### src/rtl/inst_align.sv
// inst_align: two-word prefetch buffer that aligns 16/32-bit instructions for decode.
// Compressed instructions are supported when INST_ALIGN_COMPRESSED_EN is defined.
module inst_align #(
   parameter logic [31:0] ROM_ORI = 32'h0000_0000
) (
   input  logic        clk_i,
   input  logic        rst_ni,
   input  logic [31:0] fet_pc_i,
   input  logic        flush_i,
   output logic        fet_en_o,
   output logic        com_inst_o,
   output logic [31:0] inst_o,
   output logic        inst_valid_o,
   input  logic        inst_ready_i,
   output logic        imem_req_o,
   output logic [31:0] imem_addr_o,
   input  logic        imem_gnt_i,
   input  logic        imem_rvalid_i,
   input  logic [31:0] imem_rdata_i,
   output logic [1:0]  state_o
);

   localparam logic [1:0] ST_IDLE = 2'd0;
   localparam logic [1:0] ST_REQ  = 2'd1;
   localparam logic [1:0] ST_WAIT = 2'd2;

   logic [1:0]  state_q;
   logic        kill_q;
   logic        v0_q;
   logic        v1_q;
   logic [31:0] base_q;
   logic [31:0] buf0_q;
   logic [31:0] buf1_q;
   logic [31:0] addr_q;

   logic        pc_hit;
   logic        pc_ahead;
   logic        redirect;
   logic        is_com;
   logic        halves_ok;
   logic        next_leaves;
   logic        shift;
   logic        accept;
   logic        v0_after;
   logic        slot_free;
   logic [31:0] inst_sel;
   logic [31:0] fill_addr;
   logic [31:0] redirect_base;
   logic        unused_pc;

   assign pc_hit        = fet_pc_i[31:2] == base_q[31:2];
   assign pc_ahead      = fet_pc_i[31:2] == (base_q[31:2] + 30'd1);
   assign redirect      = flush_i | (~pc_hit & ~pc_ahead);
   assign redirect_base = {fet_pc_i[31:2], 2'b00};

`ifdef INST_ALIGN_COMPRESSED_EN
   assign unused_pc = fet_pc_i[0];

   always_comb begin
      is_com      = 1'b0;
      inst_sel    = buf0_q;
      halves_ok   = v0_q;
      next_leaves = 1'b1;
      if (!fet_pc_i[1]) begin
         is_com      = buf0_q[1:0] != 2'b11;
         inst_sel    = is_com ? {16'h0000, buf0_q[15:0]} : buf0_q;
         next_leaves = ~is_com;
      end else begin
         // A 32-bit instruction at the upper half spills into the next word.
         is_com    = buf0_q[17:16] != 2'b11;
         inst_sel  = is_com ? {16'h0000, buf0_q[31:16]} : {buf1_q[15:0], buf0_q[31:16]};
         halves_ok = v0_q & (is_com | v1_q);
      end
   end
`else
   assign unused_pc   = ^fet_pc_i[1:0];
   assign is_com      = 1'b0;
   assign inst_sel    = buf0_q;
   assign halves_ok   = v0_q;
   assign next_leaves = 1'b1;
`endif

   // Decode handshake: inst_o transfers on a cycle with inst_valid_o and inst_ready_i
   // both high; inst_valid_o never depends on inst_ready_i.
   assign inst_valid_o = pc_hit & halves_ok & ~flush_i;
   assign fet_en_o     = inst_valid_o & inst_ready_i;
   assign com_inst_o   = inst_valid_o & is_com;
   assign inst_o       = inst_sel;

   assign shift     = fet_en_o & next_leaves;
   assign v0_after  = shift ? v1_q : v0_q;
   assign accept    = (state_q == ST_WAIT) & imem_rvalid_i & ~kill_q & ~redirect;
   assign slot_free = ~(v0_q & v1_q);
   // Next word to fetch sits right after the valid words; unchanged by a same-cycle shift.
   assign fill_addr = base_q + {28'b0, v0_q & v1_q, v0_q ^ v1_q, 2'b00};

   always_ff @(posedge clk_i or negedge rst_ni) begin
      if (!rst_ni) begin
         base_q <= ROM_ORI;
         buf0_q <= '0;
         buf1_q <= '0;
         v0_q   <= 1'b0;
         v1_q   <= 1'b0;
      end else if (redirect) begin
         base_q <= redirect_base;
         v0_q   <= 1'b0;
         v1_q   <= 1'b0;
      end else begin
         if (shift) begin
            buf0_q <= buf1_q;
            v0_q   <= v1_q;
            v1_q   <= 1'b0;
            base_q <= base_q + 32'd4;
         end
         if (accept) begin
            if (!v0_after) begin
               buf0_q <= imem_rdata_i;
               v0_q   <= 1'b1;
            end else begin
               buf1_q <= imem_rdata_i;
               v1_q   <= 1'b1;
            end
         end
      end
   end

   always_ff @(posedge clk_i or negedge rst_ni) begin
      if (!rst_ni) begin
         state_q <= ST_IDLE;
         kill_q  <= 1'b0;
         addr_q  <= ROM_ORI;
      end else begin
         case (state_q)
            ST_IDLE: begin
               if (slot_free | redirect) begin
                  state_q <= ST_REQ;
                  addr_q  <= redirect ? redirect_base : fill_addr;
               end
            end
            ST_REQ: begin
               if (redirect) kill_q <= 1'b1;
               if (imem_gnt_i) state_q <= ST_WAIT;
            end
            ST_WAIT: begin
               if (imem_rvalid_i) begin
                  state_q <= ST_IDLE;
                  kill_q  <= 1'b0;
               end else if (redirect) begin
                  kill_q <= 1'b1;
               end
            end
            default: state_q <= ST_IDLE;
         endcase
      end
   end

   assign imem_req_o  = state_q == ST_REQ;
   assign imem_addr_o = addr_q;
   assign state_o     = state_q;

endmodule

### config.mk
export PLATFORM = sky130hd
export DESIGN_NAME = inst_align
export DESIGN_NICKNAME = d
export VERILOG_FILES = /design/src/rtl/inst_align.sv
export SDC_FILE = /design/constraint.sdc
export NUM_CORES = 1
export LEC_CHECK = 0
export CORE_MARGIN = 1.5
export CORE_UTILIZATION = 58
export DETAILED_ROUTE_END_ITERATION = 8
export DONT_BUFFER_PORTS = 1
export PLACE_DENSITY = 0.83
export SYNTH_ARGS = -nofsm -noshare
export SYNTH_HDL_FRONTEND = slang
export SYNTH_SLANG_ARGS = --single-unit
### constraint.sdc
create_clock -name clk_i -period 3.2 [get_ports clk_i]
set_clock_uncertainty 0.1 [all_clocks]
set_input_delay 0.64 -clock clk_i [delete_from_list [all_inputs] [get_ports clk_i]]
set_output_delay 0.64 -clock clk_i [all_outputs]
set_load 0.02 [all_outputs]
Word level (Yosys, flattened, before mapping):

Index checks and enable logic that the tools add are counted.

* logic and storage cells: 61
* register bits: 133
* input bits: 70
* output and inout bits: 70

* bitwise gates (word level): 17
* add/sub/neg operators: 3
* reduce and logical (&&, ||, !) cells: 6
* mux-type cells: 20
* equality and inequality tests: 7

Operators by type and width (count)
* $mux W32: 6
* $eq A30 B30 Y1: 2
* $add A32 B3 Y32 const B: 1
* $add A32 B4 Y32: 1
* $add A30 B1 Y30 const B: 1
* $mux W1: 9
* $and A1 B1 Y1: 8
* $mux W2: 3
* $not A1 Y1: 6
* $pmux W2 S3: 1
* $reduce_and A3 Y1: 2
* $ne A2 B2 Y1 const B: 2
* $reduce_bool A2 Y1: 2
* $eq A2 B1 Y1 const B: 1
* $eq A2 B2 Y1 const B: 1
* $logic_not A2 Y1: 1
* $ne A2 B1 Y1 const B: 1
* $or A1 B1 Y1: 2
* $pmux W1 S2: 1
* $reduce_and A2 Y1: 1
* $xor A1 B1 Y1: 1

Logic depth before layout (Yosys ltp):

* depth in word-level cells: 9
* mapped depth: 12
* mapped depth without buffers: 11

Worst setup path before layout:

Ideal clock, no wire load.

* kind: reg2reg
* start point: register base_q[2]
* end point: register buf1_q[10]
* arrival: 2.923 ns
* path slack: 0.052 ns
* path buffers: 2
* library setup time: 0.125 ns
* required time: 2.975 ns
* stages on the path, launching flop included: 12
* cell sequence: dfrtp_1 -> ha_1 -> nand3_1 -> nor3_1 -> xnor2_1 -> nand4_1 -> nor4_2 -> a31oi_4 -> or2_1 -> buf_2 -> buf_6 -> mux2_4

* cells in the longest elaborated chain, start to end: 8
* elaborated cells between the ends (all ways): 14

RTL lines
* from (decl): line 31 `logic [31:0] base_q;`
* from (signal assigned): line 105 `base_q <= redirect_base;`
* from (signal assigned): line 113 `base_q <= base_q + 32'd4;`
* $add A30 B1 Y30: line 52 `assign pc_ahead = fet_pc_i[31:2] == (base_q[31:2] + 30'd1);`
* $eq A30 B30 Y1: line 52
* $not A1 Y1: line 53 `assign redirect = flush_i | (~pc_hit & ~pc_ahead);`
* $and A1 B1 Y1: line 53
* $or A1 B1 Y1: line 53
* $not A1 Y1 (no line)
* $and A1 B1 Y1: line 92 `assign accept = (state_q == ST_WAIT) & imem_rvalid_i & ~kill_q & ~redirect;`
* $reduce_and A3 Y1 (no line) *
* to (signal assigned): line 120 `buf1_q <= imem_rdata_i;`
* to (decl): line 33 `logic [31:0] buf1_q;`

Every way passes the cells marked *; elsewhere a longest branch is shown, timed or not.
A chain may end at the register's enable or synchronous reset.

Worst setup path in the final report:

* start point: register base_q[28]
* end point: register addr_q[2], in the netlist imem_addr_o[2]

* cells in the longest elaborated chain, start to end: 7
* elaborated cells between the ends (all ways): 10

RTL lines
* $add A30 B1 Y30: line 52
* $eq A30 B30 Y1: line 52
* $not A1 Y1: line 53
* $and A1 B1 Y1 *: line 53
* $or A1 B1 Y1 *: line 53
* $or A1 B1 Y1: line 135 `if (slot_free | redirect) begin`
* $reduce_and A2 Y1 (no line)
* to (signal assigned): line 137 `addr_q <= redirect ? redirect_base : fill_addr;`
* to (decl): line 34 `logic [31:0] addr_q;`

Marks and branches as above.

==> impl_metrics.yaml <==
die:
  fp.dieArea_sq_um: 14700
  core_area_sq_um: 13770
  placement_rows: 43
  chipWidth_um: 121.2
  die_height_um: 121.2
  start_util: 0.5888
  io_pins: 140
detailed_routing:
  drt_pre_antenna_iters: 6
  post_drt_wl_per_cell_um: 21.78
  route.antenna.remaining_nets: 0
  post_drt_via_cell_ratio: 6.273
  detail_route.wirelength_um: 23910
  post-route-drc-count: 0
  routed-via-count: 6888
  drt_first_iter_violations: 585
cells_and_area:
  antenna_cells_inserted: 0
  num-nets-final: 983
  final_layout_size_suffix_gt1_frac: 0.2342
  finalCoreUtilization: 0.7108
  area_growth_from_synthesis_to_layout_pct: 20.74
  final_cell_area_sq_um: 9791
  layout.cells.non_filler: 1098
yosys:
  synth-adder-area-share: 0.01327
  synthesis.instances: 841
  synthDistinctLibCells: 65
  synth_sequential_area_ratio: 0.4012
  synth-warning-count: 0
  ys_async_sr_fraction: 1.000
  synthFlopType: "sky130_fd_sc_hd__dfrtp_1"
  post_synth_xor_area_fraction: 0.09505
  synth_area_sq_um: 8109
  synth-simple-area-share: 0.1676
  synth.cells.most_frequent: "sky130_fd_sc_hd__dfrtp_1 (130), sky130_fd_sc_hd__inv_1 (77), sky130_fd_sc_hd__nor2_1 (70)"
  synth_top_family_by_area: "simple AND/OR/NAND/NOR gates"
  post-synth-top-area-cell: "sky130_fd_sc_hd__dfrtp_1"
  synth-compound-area-share: 0.1427
  synth_area_leaders: "sky130_fd_sc_hd__dfrtp_1 (40%), sky130_fd_sc_hd__xor2_1 (6.4%), sky130_fd_sc_hd__mux2_4 (5.6%)"
  synth_most_common_cell: "sky130_fd_sc_hd__dfrtp_1"
  synthMuxAreaShare: 0.1031
  synthDominantCellAreaShare: 0.4012
  synth.avg_cell_area_sq_um: 9.642
  edff_count_synth: 0
  postSynthNetCount: 919
  synth_seq_cells: 130
worst_setup_path:
  arrival_time_of_the_worst_setup_path_ns: 3.39
  startpoint: "base_q[28]$_DFFE_PN0P_"
  r2r.worst_path.cells: 12
  cp_cell_sequence: "nand4_1 > buf_4 > or4b_4 > a211oi_2 > o22ai_2 > nor4_4 > a31oi_4 > buf_6 > buf_8 > buf_4 > and3_1 > a221o_1"
  worst_setup_path_end_kind: "flip-flop"
  cp_num_cells: 12
  critical-path-max-stage-delay_ns: 0.47
  worst_r2r_startpoint: "base_q[28]$_DFFE_PN0P_"
  worst_setup_path_endpoint: "imem_addr_o[2]$_DFFE_PN0P_"
  cpMostUsedCell: "sky130_fd_sc_hd__buf_4"
  cell_class_contributing_the_biggest_share_of_worst_path_delay: "simple AND/OR/NAND/NOR gates"
  crit_buf_inv: 4
  timing.setup.critical_path_class: "flip-flop to flip-flop"
  worstPathRequired_ns: 3.42
  critical_path_top_delay_cell: "sky130_fd_sc_hd__or4b_4"
  critPathLaunchType: "flip-flop"
  ff2ff_setup_slack_ns: 0.02
  r2r_end: "imem_addr_o[2]$_DFFE_PN0P_"
  critical_path.max_fanout: 5
timing:
  slew_viol_final: 0
  share_of_the_clock_period_used_by_the_worst_path_after_layout: 0.9928
  grt_setup_unrepaired: "true"
  maxClockFrequency_mhz: 314.8
  worst_slew_pin_slew_ns: 0.6638
  slew_headroom: 0.5575
  post-route-min-period_ns: 3.177
  fin_hold_ws_ns: -0.1975
  final-hold-violation-count: 130
  final_setup_violation_count: 0
job:
  maxCapViolations: 0
placement:
  place.port_buffers: 0
  post_dp_cell_area_sq_um: 8821
  place.detailed.instances: 1049
  dpl.hpwl_um: 16220
  gp_congestion: 1.008
cts:
  root_buffer: "sky130_fd_sc_hd__clkbuf_16"
  cts_bufs_inserted: 17
  ctsHtreeMaxLevel: 4
  tritoncts: "yes"
  worst_setup_hold_path_clk_slew_ns: 0.06
  clk_lat_worst_skew_ns: 0.44
  max-clock-path-buffers: 2
  cts.sinks: 130
global_routing:
  grt_max_degree: 131
  grt_remaining_overflow: 0
  grt_first_pass_wirelength_um: 34710
  grt_pass1_vias: 6797
  grt_util_all_layers: 0.3084
  initial_antenna_violation_count: 0
power:
  total_power_w: 0.005398
  irDropWorstVdd_v: 0.0004272
  power_per_cell_area_nw_per_um2: 551.4
  power_leakage_nw: 4.883
worst_hold_path:
  timing.hold.worst.class: "input pin to asynchronous set/reset pin"
outcome:
  violated_checks: "negative hold slack"
  outcome: "finished, violations left"
==> metal layers <==
metal  up-vias  routed length, um  track usage
met1      3378               8989       0.3718
li1       3100                  -            -
met4         0                927       0.1331
met2       338              11940       0.5156
met5         -                  0            0
met3        72               2058      0.08835
==> registers in the layout, indices dropped and copies added (netlist names) <==
signal / cells
buf1_q: 32
v1_q: 1
imem_addr_o: 31
base_q: 30
halves_ok: 1
kill_q: 1
inst_o: 32
state_o: 2
==> kinds of logic (layout without fill, tap and decap cells) <==
kind of cell | Yosys count | after routing
simple gates | 255 | 255
mux | 68 | 68
flops | 130 | 130
compound gates | 148 | 148
other cells | 1 | 1
buf+inv | 143 | 220
fa+ha+maj | 8 | 8
xor+xnor | 88 | 88
==> power breakdown <==
| group | leakage [nW] | internal [W] | switching, W | total (W) |
|---|---|---|---|---|
| clock network | 0.285 | 0.00111 | 0.000871 | 0.00198 |
| registers | 1.66 | 0.00187 | 0.000432 | 0.00230 |
| logic | 2.93 | 0.000546 | 0.000570 | 0.00112 |
| total | 4.88 | 0.00353 | 0.00187 | 0.00540 |
==> cell usage in the layout, fill, tap and decap left out, types with 6 or more instances in the layout <==
master | synthesis | routed
sky130_fd_sc_hd__mux2_4 | 30 | 30
sky130_fd_sc_hd__nand3_1 | 14 | 13
sky130_fd_sc_hd__inv_6 | 0 | 6
sky130_fd_sc_hd__a222oi_1 | 18 | 18
sky130_fd_sc_hd__buf_4 | 7 | 91
sky130_fd_sc_hd__a221o_1 | 19 | 19
sky130_fd_sc_hd__and3_1 | 22 | 22
sky130_fd_sc_hd__inv_1 | 77 | 76
sky130_fd_sc_hd__clkbuf_16 | 0 | 23
sky130_fd_sc_hd__buf_12 | 0 | 9
sky130_fd_sc_hd__xnor2_1 | 29 | 29
sky130_fd_sc_hd__ha_1 | 7 | 7
sky130_fd_sc_hd__nand4_1 | 18 | 18
sky130_fd_sc_hd__o22a_1 | 32 | 32
sky130_fd_sc_hd__nand2_1 | 47 | 46
sky130_fd_sc_hd__and4_1 | 10 | 10
sky130_fd_sc_hd__o21ai_0 | 21 | 20
sky130_fd_sc_hd__mux2i_1 | 34 | 34
sky130_fd_sc_hd__a21oi_1 | 22 | 22
sky130_fd_sc_hd__xor2_1 | 59 | 58
sky130_fd_sc_hd__nor4_1 | 14 | 10
sky130_fd_sc_hd__nor3_1 | 22 | 21
sky130_fd_sc_hd__dfrtp_1 | 130 | 127
sky130_fd_sc_hd__nor2_1 | 70 | 70
==> final cells by class <==
type	count	area, sq um
tap	180	225.2
timing repair buffer	111	1081
fill	996	3983
clock inverter	15	162.7
multi-input combinational	568	4350
clock buffer	17	425.4
sequential	130	3257
inverter	77	289.0
==> stage by stage <==
stage / setup TNS, ns / hold slack (ns) / setup WS [ns]
2_1_floorplan: 0 / 0.2444 / 0.05233
3_3_place_gp: 0 / 0.2487 / 0.01474
3_5_place_dp: -0.06569 / 0.2500 / -0.04298
4_1_cts: 0 / -0.2018 / 0.005289
5_1_grt: -2.128 / -0.2095 / -0.08214
6_report: 0 / -0.1975 / 0.02292
==> what timing repair did <==
action	in CTS	in global routing
pin swaps	2	28
gates cloned	0	8
hold endpoints to repair	130	130
endpoints found under the setup margin	8	109
setup buffers	1	9
gates resized for setup	1	29
==> worst min-delay path by stage <==
stage,slack (ns),endpoint,start
detailed placement,0.25,imem_addr_o[18]$_DFFE_PN0P_,rst_ni
global placement,0.25,imem_addr_o[25]$_DFFE_PN0P_,rst_ni
floorplan,0.24,base_q[10]$_DFFE_PN0P_,rst_ni
global route,-0.21,imem_addr_o[18]$_DFFE_PN0P_,rst_ni
finish,-0.20,imem_addr_o[18]$_DFFE_PN0P_,rst_ni
CTS,-0.20,base_q[14]$_DFFE_PN0P_,rst_ni
(Power assumes the default switching activity.)
